==> src/rtl/multicycle_controller.sv <==
// Control unit for the multicycle RV32I core: Moore sequencing FSM, ImmSrc decode for the
// immediate extender, branch PC-enable logic and the combinational ALU decoder.
module multicycle_controller (
    input  logic       clk,
    input  logic       reset_n,
    input  logic [6:0] op,
    input  logic [2:0] funct3,
    input  logic       funct7b5,
    input  logic       Zero,
    output logic [2:0] ImmSrc,
    output logic       PCWrite,
    output logic       AdrSrc,
    output logic       MemWrite,
    output logic       IRWrite,
    output logic [1:0] ResultSrc,
    output logic [1:0] ALUSrcA,
    output logic [1:0] ALUSrcB,
    output logic [2:0] ALUControl,
    output logic       RegWrite,
    output logic       Illegal
);

    localparam logic [6:0] OP_LOAD   = 7'b0000011;
    localparam logic [6:0] OP_STORE  = 7'b0100011;
    localparam logic [6:0] OP_RTYPE  = 7'b0110011;
    localparam logic [6:0] OP_ITYPE  = 7'b0010011;
    localparam logic [6:0] OP_BRANCH = 7'b1100011;
    localparam logic [6:0] OP_JAL    = 7'b1101111;
    localparam logic [6:0] OP_JALR   = 7'b1100111;
    localparam logic [6:0] OP_LUI    = 7'b0110111;
    localparam logic [6:0] OP_AUIPC  = 7'b0010111;

    typedef enum logic [3:0] {
        FETCH, DECODE, MEMADR, MEMREAD, MEMWB, MEMWRITE, EXECR,
        EXECI, ALUWB, BRANCH, JALRADR, JAL, LUI
    } state_t;

    typedef struct packed {
        logic       pcupdate;
        logic       branch;
        logic       adrsrc;
        logic       memwrite;
        logic       irwrite;
        logic       regwrite;
        logic [1:0] resultsrc;
        logic [1:0] alusrca;
        logic [1:0] alusrcb;
        logic [1:0] aluop;
    } ctrl_t;

    // Moore output table: everything not named for a state stays 0.
    function automatic ctrl_t ctrl_for(input state_t s);
        ctrl_t c;
        c = '0;
        case (s)
            FETCH: begin
                c.irwrite   = 1'b1;
                c.alusrcb   = 2'b10;
                c.resultsrc = 2'b10;
                c.pcupdate  = 1'b1;
            end
            DECODE: begin
                c.alusrca = 2'b01;
                c.alusrcb = 2'b01;
            end
            MEMADR, EXECI, JALRADR: begin
                c.alusrca = 2'b10;
                c.alusrcb = 2'b01;
                c.aluop   = (s == EXECI) ? 2'b10 : 2'b00;
            end
            MEMREAD:  c.adrsrc = 1'b1;
            MEMWB: begin
                c.resultsrc = 2'b01;
                c.regwrite  = 1'b1;
            end
            MEMWRITE: begin
                c.adrsrc   = 1'b1;
                c.memwrite = 1'b1;
            end
            EXECR: begin
                c.alusrca = 2'b10;
                c.aluop   = 2'b10;
            end
            ALUWB:    c.regwrite = 1'b1;
            BRANCH: begin
                c.alusrca = 2'b10;
                c.aluop   = 2'b01;
                c.branch  = 1'b1;
            end
            JAL: begin
                c.alusrca  = 2'b01;
                c.alusrcb  = 2'b10;
                c.pcupdate = 1'b1;
            end
            LUI: begin
                c.resultsrc = 2'b11;
                c.regwrite  = 1'b1;
            end
            default: c = '0;
        endcase
        return c;
    endfunction

    function automatic logic op_known(input logic [6:0] o);
        case (o)
            OP_LOAD, OP_STORE, OP_RTYPE, OP_ITYPE, OP_BRANCH,
            OP_JAL, OP_JALR, OP_LUI, OP_AUIPC: return 1'b1;
            default:                           return 1'b0;
        endcase
    endfunction

    // Only DECODE and MEMADR look at op; every other transition is fixed.
    function automatic state_t next_for(input state_t s, input logic [6:0] o);
        case (s)
            FETCH:  return DECODE;
            DECODE: begin
                case (o)
                    OP_LOAD, OP_STORE: return MEMADR;
                    OP_RTYPE:          return EXECR;
                    OP_ITYPE:          return EXECI;
                    OP_BRANCH:         return BRANCH;
                    OP_JAL:            return JAL;
                    OP_JALR:           return JALRADR;
                    OP_LUI:            return LUI;
                    OP_AUIPC:          return ALUWB;
                    default:           return FETCH;
                endcase
            end
            MEMADR:   return o[5] ? MEMWRITE : MEMREAD;
            MEMREAD:  return MEMWB;
            EXECR:    return ALUWB;
            EXECI:    return ALUWB;
            JALRADR:  return JAL;
            JAL:      return ALUWB;
            default:  return FETCH;
        endcase
    endfunction

    state_t state;
    state_t state_nxt;
    ctrl_t  ctrl;
    ctrl_t  fetch_ctrl;
    ctrl_t  eff;

    assign state_nxt  = next_for(state, op);
    assign fetch_ctrl = ctrl_for(FETCH);

    // The output register is loaded with the next state's decode so outputs stay glitch-free.
    always_ff @(posedge clk) begin
        // NOTE: sequential state uses non-blocking assignments so every register samples
        // pre-edge values regardless of statement order.
        if (!reset_n) begin
            state <= FETCH;
            ctrl  <= fetch_ctrl;
        end else begin
            state <= state_nxt;
            ctrl  <= ctrl_for(state_nxt);
        end
    end

    // While reset is held, present FETCH selects with every write enable suppressed.
    assign eff       = reset_n ? ctrl : fetch_ctrl;
    assign PCWrite   = reset_n & (eff.pcupdate | (eff.branch & (Zero ^ funct3[0])));
    assign IRWrite   = reset_n & eff.irwrite;
    assign RegWrite  = reset_n & eff.regwrite;
    assign MemWrite  = reset_n & eff.memwrite;
    assign AdrSrc    = eff.adrsrc;
    assign ResultSrc = eff.resultsrc;
    assign ALUSrcA   = eff.alusrca;
    assign ALUSrcB   = eff.alusrcb;
    assign Illegal   = reset_n & (state == DECODE) & ~op_known(op);

    always_comb begin
        // NOTE: default first so no path through the case leaves the output unassigned,
        // which would otherwise infer a latch.
        ImmSrc = 3'b000;
        case (op)
            OP_STORE:        ImmSrc = 3'b001;
            OP_BRANCH:       ImmSrc = 3'b010;
            OP_JAL:          ImmSrc = 3'b011;
            OP_LUI, OP_AUIPC: ImmSrc = 3'b100;
            default:         ImmSrc = 3'b000;
        endcase
    end

    always_comb begin
        ALUControl = 3'b000;
        case (eff.aluop)
            2'b01: ALUControl = 3'b001;
            2'b10: begin
                case (funct3)
                    3'b000:  ALUControl = (op[5] & funct7b5) ? 3'b001 : 3'b000;
                    3'b010:  ALUControl = 3'b101;
                    3'b100:  ALUControl = 3'b100;
                    3'b110:  ALUControl = 3'b011;
                    3'b111:  ALUControl = 3'b010;
                    default: ALUControl = 3'b000;
                endcase
            end
            default: ALUControl = 3'b000;
        endcase
    end

endmodule

==> config.mk <==
export PLATFORM = sky130hd
export DESIGN_NAME = multicycle_controller
export DESIGN_NICKNAME = d
export VERILOG_FILES = /design/src/rtl/multicycle_controller.sv
export SDC_FILE = /design/constraint.sdc
export NUM_CORES = 1
export LEC_CHECK = 0
export ABC_AREA = 1
export BUFFER_PORTS_ARGS = -buffer_cell sky130_fd_sc_hd__buf_4
export CORE_MARGIN = 2
export CORE_UTILIZATION = 45
export CTS_BUF_LIST = sky130_fd_sc_hd__clkbuf_16
export DETAILED_ROUTE_END_ITERATION = 12
export PLACE_DENSITY_LB_ADDON = 0.12
export SLEW_MARGIN = 20
export SYNTH_ARGS = -nofsm -noshare
export SYNTH_HDL_FRONTEND = slang
export SYNTH_SLANG_ARGS = --single-unit
==> constraint.sdc <==
create_clock -name clk -period 1.5 [get_ports clk]
set_input_delay 0.225 -clock clk [delete_from_list [all_inputs] [get_ports clk]]
set_output_delay 0.225 -clock clk [all_outputs]
set_load 0.01 [all_outputs]
==> results of run 1 <==
worst min-delay path by stage:
stage	end	cells past startpoint	slack, ns
global route	ctrl[10]	3	0.38
CTS	ctrl[10]	3	0.36
detailed placement	ctrl[10]	3	0.62
finish	ctrl[10]	3	0.38
floorplan	ctrl[10]	2	0.41
global placement	ctrl[10]	3	0.62
cell usage after synthesis:
cell and number:
nand2_1 38, inv_1 32, dfxtp_1 17, nor2_1 11, nand2_2 10, nor2_2 6, nand3_1 5, inv_2 4
a21oi_1 3, nand3b_1 3, o211ai_1 3, ha_1 2, nand3_2 2, nor2_4 2, nor3_2 2, o21ai_0 2
o21ai_1 2, or2_2 2, a2111oi_0 1, a21oi_2 1, buf_2 1, clkbuf_1 1, nand4_1 1, nor3_1 1
nor3b_1 1, nor4_1 1, o21bai_1 1, o31ai_1 1
area by class of cell:
cell class | count | area, sq um
inverter | 36 | 139
sequential | 17 | 348
timing repair buffer | 42 | 319
clock inverter | 1 | 5.00
fill | 177 | 629
multi-input combinational | 101 | 641
clock buffer | 3 | 75.1
tap | 28 | 35.0
metrics by stage:
stage | TNS [ns] | hold slack, ns
global route | -0.0860 | 0.382
global placement | 0 | 0.615
finish | -0.0163 | 0.379
floorplan | 0 | 0.407
detailed placement | -0.0408 | 0.616
CTS | -0.0781 | 0.358
cells in the final DEF, fill, tap and decap left out, types with 2 or more instances in the layout:
| master | instances |
|---|---|
| a21oi_2 | 2 |
| nor2_1 | 11 |
| buf_4 | 41 |
| nand2_2 | 14 |
| nor2_2 | 5 |
| inv_2 | 7 |
| nand3_1 | 5 |
| clkbuf_16 | 3 |
| dfxtp_1 | 13 |
| nor2_4 | 3 |
| nand3b_1 | 3 |
| o21ai_1 | 2 |
| o211ai_1 | 3 |
| o21ai_0 | 2 |
| inv_1 | 28 |
| nor3_2 | 2 |
| nand2_1 | 33 |
| or2_2 | 2 |
| dfxtp_2 | 3 |
| a21oi_1 | 2 |
power groups by stage:
stage / clock network [W] / registers, W / logic, W
6_report: 0.000521 / 0.000477 / 0.000184
5_1_grt: 0.000554 / 0.000480 / 0.000207
4_1_cts: 0.000528 / 0.000478 / 0.000176
3_5_place_dp: 0 / 0.000487 / 0.000166
3_3_place_gp: 0 / 0.000487 / 0.000164
2_1_floorplan: 0 / 0.000485 / 0.0000937
per-layer routing:
metal	part of all wire (%)	GRT usage [%]
met5	0	0
met2	50	34.2
met1	44	21.8
met3	4.3	4.60
met4	2.1	9.21
kinds of logic after synthesis:
family | count (synthesis) | synth area share, %
and+or+nand+nor | 85 | 41.9
buffers and inverters | 38 | 14.0
adders and majority gates | 2 | 2.43
DFF | 17 | 33.0
AOI/OAI and AO/OA | 14 | 8.74
repair_timing:
item	in CTS	in global routing
resized for setup	11	17
pin swaps	5	4
buffers inserted	4	3
setup endpoints to repair	3	5
critical path: stages (launching register included):
cell	delay, ns
dfxtp_2	0.32
nand2_2	0.05
inv_2	0.07
ha_4	0.14
nand2_4	0.05
o21bai_4	0.16
a21oi_2	0.12
buf_4	0.13
sequential cells by signal (all words and copies together), names as in the netlist:
signal,count
state,4
ctrl,13
==> results.sh, run 1 <==
export IMPL_cts_buffers=3
export IMPL_cp_startpoint="ctrl[1]"
export IMPL_die_h_microns=51.9
export IMPL_finalCritPeriodShare_pct=101
export IMPL_cp_arrival_ns=1.29
export IMPL_worstSkewPairLatency_ns=0.25
export IMPL_antenna_found_initial=0
export IMPL_worst_slack_ns=-0.0163
export IMPL_design_area_sq_um=1560
export IMPL_remaining_drc_errors=0
export IMPL_reg2reg_depth=9
export IMPL_critPathCaptureType="output pin"
export IMPL_finalClockSkew_ns=0.00367
export IMPL_netSwitchingPower_w=0.000275
export IMPL_htree_num_levels=1
export IMPL_syn_nets=172
export IMPL_required_ns=1.27
export IMPL_dp_cells=217
export IMPL_drv_cap=0
export IMPL_dp_hpwl_mm=1.74
export IMPL_drive_gt1_share_pct=47.0
export IMPL_die_x_microns=51.9
export IMPL_ant_nets=0
export IMPL_core_area_sq_um=2190
export IMPL_slew_viol_final=0
export IMPL_grt_pass1_wl_mm=3.86
export IMPL_path_class="reg2out"
export IMPL_run_status="complete, but fails checks"
export IMPL_detail_route_wirelength_mm=2.30
export IMPL_rsz0062_at_grt="yes"
export IMPL_hold_path_class="in2reg"
export IMPL_start_util_pct=47.1
export IMPL_min_from="op[5]"
export IMPL_drt_first_pass_iters=4
export IMPL_worstMarginPinSlew_ns=0.415
export IMPL_pwr_share_clk_pct=44.0
export IMPL_postCtsHoldBufs=0
export IMPL_diodes=0
export IMPL_final_core_util_pct=71.3
export IMPL_vias=1041
export IMPL_synth_warnings=0
export IMPL_dieArea_sq_um=2690
export IMPL_placed_cell_area_sq_um=1320
export IMPL_grt_pass1_vias=938
export IMPL_switching_share_pct=23.2
export IMPL_postSynthAreaPerCell_sq_um=6.61
export IMPL_hold_violations=0
export IMPL_clk_path_buf_depth=2
export IMPL_synth_area_leaders="dfxtp_1, nand2_1, inv_1"
export IMPL_rr_endpoint="ctrl[3]"
export IMPL_wl_per_cell_microns=10.1
export IMPL_p_per_area_nw_per_um2=757
export IMPL_grt_usage_pct=19.4
export IMPL_cp_endpoint="ALUControl[0]"
export IMPL_p_leak_nw=0.843
export IMPL_r2r_slack_ns=0.18
export IMPL_seq_power_share_pct=40.4
export IMPL_viasPerCell=4.57
export IMPL_r2r_start="state[3]"
export IMPL_drtIter0Drc=11
export IMPL_tritoncts="yes"
export IMPL_synth_seq_cells=17
export IMPL_setup_viol=1
export IMPL_cts_num_sinks=17
export IMPL_rows=17
export IMPL_grt_start_max_net_pins=13
export IMPL_synth_largest_area_cell="dfxtp_1"
export IMPL_slew_headroom_pct=72.1
export IMPL_gr_total_overflow=0
export IMPL_syn_to_final_growth_pct=51.5
export IMPL_io_buffers=31
export IMPL_fmax_ghz=0.659
export IMPL_p_int_w=0.000908
export IMPL_violations="negative setup slack"
export IMPL_p_comb_share_pct=15.6
export IMPL_instances_no_fill=228
export IMPL_period_minus_slack_ns=1.52
export IMPL_total_power_w=0.00118
export IMPL_cp_max_fo=2
export IMPL_startpoint_type="flop"
export IMPL_clk_pin_slew_ns=0.05
export IMPL_synthCells=156
export IMPL_seq_area_frac_synth_pct=33.0
export IMPL_peakVddDrop_uv=817
export IMPL_place_gp_congestion=0.839
export IMPL_post_place_ws_ns=-0.0408
export IMPL_netlist_area_sq_um=1030
export IMPL_synth_top_area_share_pct=33.0
export IMPL_ctsRootBufferMaster="clkbuf_16"
export IMPL_num_io_pins=32
export IMPL_synthDistinctLibCells=28
export IMPL_final_net_count=217
Note: power is estimated with default switching activity, not from simulation.
==> inputs of run 2 (changes only) <==
--- a/config.mk
+++ b/config.mk
@@ -5,13 +5,14 @@
 export SDC_FILE = /design/constraint.sdc
 export NUM_CORES = 1
 export LEC_CHECK = 0
-export ABC_AREA = 1
+export ABC_AREA = 0
 export BUFFER_PORTS_ARGS = -buffer_cell sky130_fd_sc_hd__buf_4
 export CORE_MARGIN = 2
 export CORE_UTILIZATION = 45
 export CTS_BUF_LIST = sky130_fd_sc_hd__clkbuf_16
 export DETAILED_ROUTE_END_ITERATION = 12
 export PLACE_DENSITY_LB_ADDON = 0.12
+export REMOVE_ABC_BUFFERS = 1
 export SLEW_MARGIN = 20
 export SYNTH_ARGS = -nofsm -noshare
 export SYNTH_HDL_FRONTEND = slang
==> results.sh, run 2 <==
export IMPL_total_power_w=0.00133
export IMPL_critPathCaptureType="flop"
export IMPL_ant_nets=0
export IMPL_num_io_pins=32
export IMPL_fillers=89
export IMPL_grt_pass1_wl_mm=5.63
export IMPL_grt_start_max_net_pins=17
export IMPL_layout_commonest_cell="buf_4"
export IMPL_path_buf_inv=3
export IMPL_postSynthAreaPerCell_sq_um=8.46
export IMPL_netlist_area_sq_um=1060
export IMPL_dp_hpwl_mm=2.07
export IMPL_dr_max_layer_used="met4"
export IMPL_clk_pin_slew_ns=0.05
export IMPL_rows=17
export IMPL_synthDistinctLibCells=44
export IMPL_slew_viol_final=0
export IMPL_synth_common_cells="dfxtp_1, nor2_1, inv_1"
export IMPL_final_net_count=221
export IMPL_cpMaxStageDelayCell="a311o_1"
export IMPL_antenna_found_initial=0
export IMPL_cp_arrival_ns=1.98
export IMPL_synth_largest_area_cell="dfxtp_1"
export IMPL_cp_max_fo=4
export IMPL_die_h_microns=52.5
export IMPL_synth_warnings=0
export IMPL_wirelength_met1_mm=1.64
export IMPL_synth_top_area_share_pct=32.2
export IMPL_cp_top_family="compound AO/OA/AOI/OAI gates"
export IMPL_period_minus_slack_ns=1.85
export IMPL_finalClockSkew_ns=0.00515
export IMPL_synth_area_leaders="dfxtp_1, and2_1, nor2_1"
export IMPL_synthCells=125
export IMPL_postCtsHoldBufs=0
export IMPL_drt_first_pass_iters=4
export IMPL_ctsRootBufferMaster="clkbuf_16"
export IMPL_die_x_microns=52.5
export IMPL_syn_to_final_growth_pct=89.1
export IMPL_slew_headroom_pct=56.4
export IMPL_largest_reg_flops=13
export IMPL_diodes=0
export IMPL_peakVddDrop_uv=648
export IMPL_crit_chain="buf_6, inv_4, o31a_1, nor4_4, buf_4, nor2_2, a311o_1"
export IMPL_worstMarginPinSlew_ns=0.648
export IMPL_final_core_util_pct=90.4
export IMPL_tritoncts="yes"
export IMPL_cts_buffers=3
export IMPL_layout_common_cells="buf_4, buf_6, dfxtp_1"
export IMPL_synth_most_common_cell="dfxtp_1"
export IMPL_hold_path_class="in2reg"
export IMPL_gr_total_overflow=0
export IMPL_core_area_sq_um=2210
export IMPL_dp_cells=214
export IMPL_met2_length_mm=2.08
export IMPL_instances_no_fill=232
export IMPL_wl_per_cell_microns=17.5
export IMPL_async_reset_ff_share_pct=0
export IMPL_synth_flop_cell="dfxtp_1"
export IMPL_path_class="reg2reg"
export IMPL_p_per_area_nw_per_um2=663
export IMPL_synth_seq_cells=17
export IMPL_synth_enable_flop_cells=0
export IMPL_htree_num_levels=1
export IMPL_drtIter0Drc=44
export IMPL_post_place_ws_ns=-0.413
export IMPL_violations="negative setup slack"
export IMPL_fmax_ghz=0.541
export IMPL_grt_usage_pct=28.6
export IMPL_rsz0062_at_grt="yes"
export IMPL_worstSkewPairLatency_ns=0.25
export IMPL_worst_slack_ns=-0.349
export IMPL_top_regs="ctrl: 13 flops, state: 4 flops"
export IMPL_drive_gt1_share_pct=59.8
export IMPL_required_ns=1.63
export IMPL_place_gp_congestion=0.845
export IMPL_viasPerCell=5.61
export IMPL_setup_viol=21
export IMPL_run_status="complete, but fails checks"
export IMPL_hold_ws_ns=0.386
export IMPL_start_util_pct=47.8
export IMPL_startpoint_type="flop"
export IMPL_drv_cap=0
export IMPL_clk_path_buf_depth=2
export IMPL_grt_pass1_vias=1246
export IMPL_cts_num_sinks=17
export IMPL_dieArea_sq_um=2750
export IMPL_finalCritPeriodShare_pct=123
export IMPL_io_buffers=31
export IMPL_vias=1301
export IMPL_dr_wl_met3_microns=220
export IMPL_largest_register="ctrl"
export IMPL_r2r_slack_ns=-0.35
export IMPL_remaining_drc_errors=0
export IMPL_slowest_delay_ns=0.36
export IMPL_detail_route_wirelength_mm=4.06
export IMPL_p_leak_nw=0.903
export IMPL_hold_violations=0
export IMPL_seq_area_frac_synth_pct=32.2
## run 2: per-layer routing
layer	up-vias	global-route usage, %
met4	0	18.8
met1	631	33.3
li1	607	-
met3	8	4.57
met2	55	47.7
met5	-	0
## run 2: what timing repair did
action | CTS | global route
endpoints found under the setup margin | 19 | 21
pin swaps | 18 | 10
setup buffers | 10 | 8
gates resized for setup | 39 | 22
## run 2: layout make-up
type	count	area [sq um]	area share (%)
well taps	28	35.0	1.75
multi-input cells	92	820	41.0
clock inverters	1	3.75	0.188
clock buffers	3	75.1	3.75
repair buffers	81	676	33.8
flip-flops and latches	17	350	17.5
inverters	10	40.0	2.00
## run 2: path summary, 6_finish.rpt
path,start,cells past startpoint,endpoint
hold / removal,reset_n,3,ctrl[9]
setup / recovery,state[0],7,ctrl[3]
hold reg to reg,state[0],2,ctrl[4]
setup reg to reg,state[0],7,ctrl[3]
## run 2: logic make-up (layout without fill, tap and decap cells)
| kind of cell | Yosys count | after routing | share of synthesized area, % |
|---|---|---|---|
| AND/OR/NAND/NOR | 60 | 60 | 36.6 |
| AO/OA/AOI/OAI | 25 | 25 | 18.7 |
| multiplexers | 1 | 1 | 0.947 |
| flip-flops | 17 | 17 | 32.2 |
| adder cells (fa/ha/maj) | 2 | 2 | 2.37 |
| XOR/XNOR | 4 | 4 | 3.31 |
| buffers and inverters | 16 | 95 | 5.92 |
## run 2: report_power, final
part           switching (W)  total (W)  internal (W)
Sequential        0.00000791   0.000477      0.000469
Clock               0.000175   0.000529      0.000354
Combinational       0.000149   0.000320      0.000171
Total               0.000332    0.00133      0.000994
## run 2: worst min-delay path, stage by stage
cell	delay, ns
buf_4	0.13
buf_4	0.19
o21ai_2	0.06
## run 2: metrics by stage
stage	instance area (sq um)	TNS (ns)
6_report	2000	-3.23
2_1_floorplan	1030	-1.81
5_1_grt	2000	-4.64
3_3_place_gp	1570	-4.62
4_1_cts	1860	-1.93
3_5_place_dp	1570	-5.06
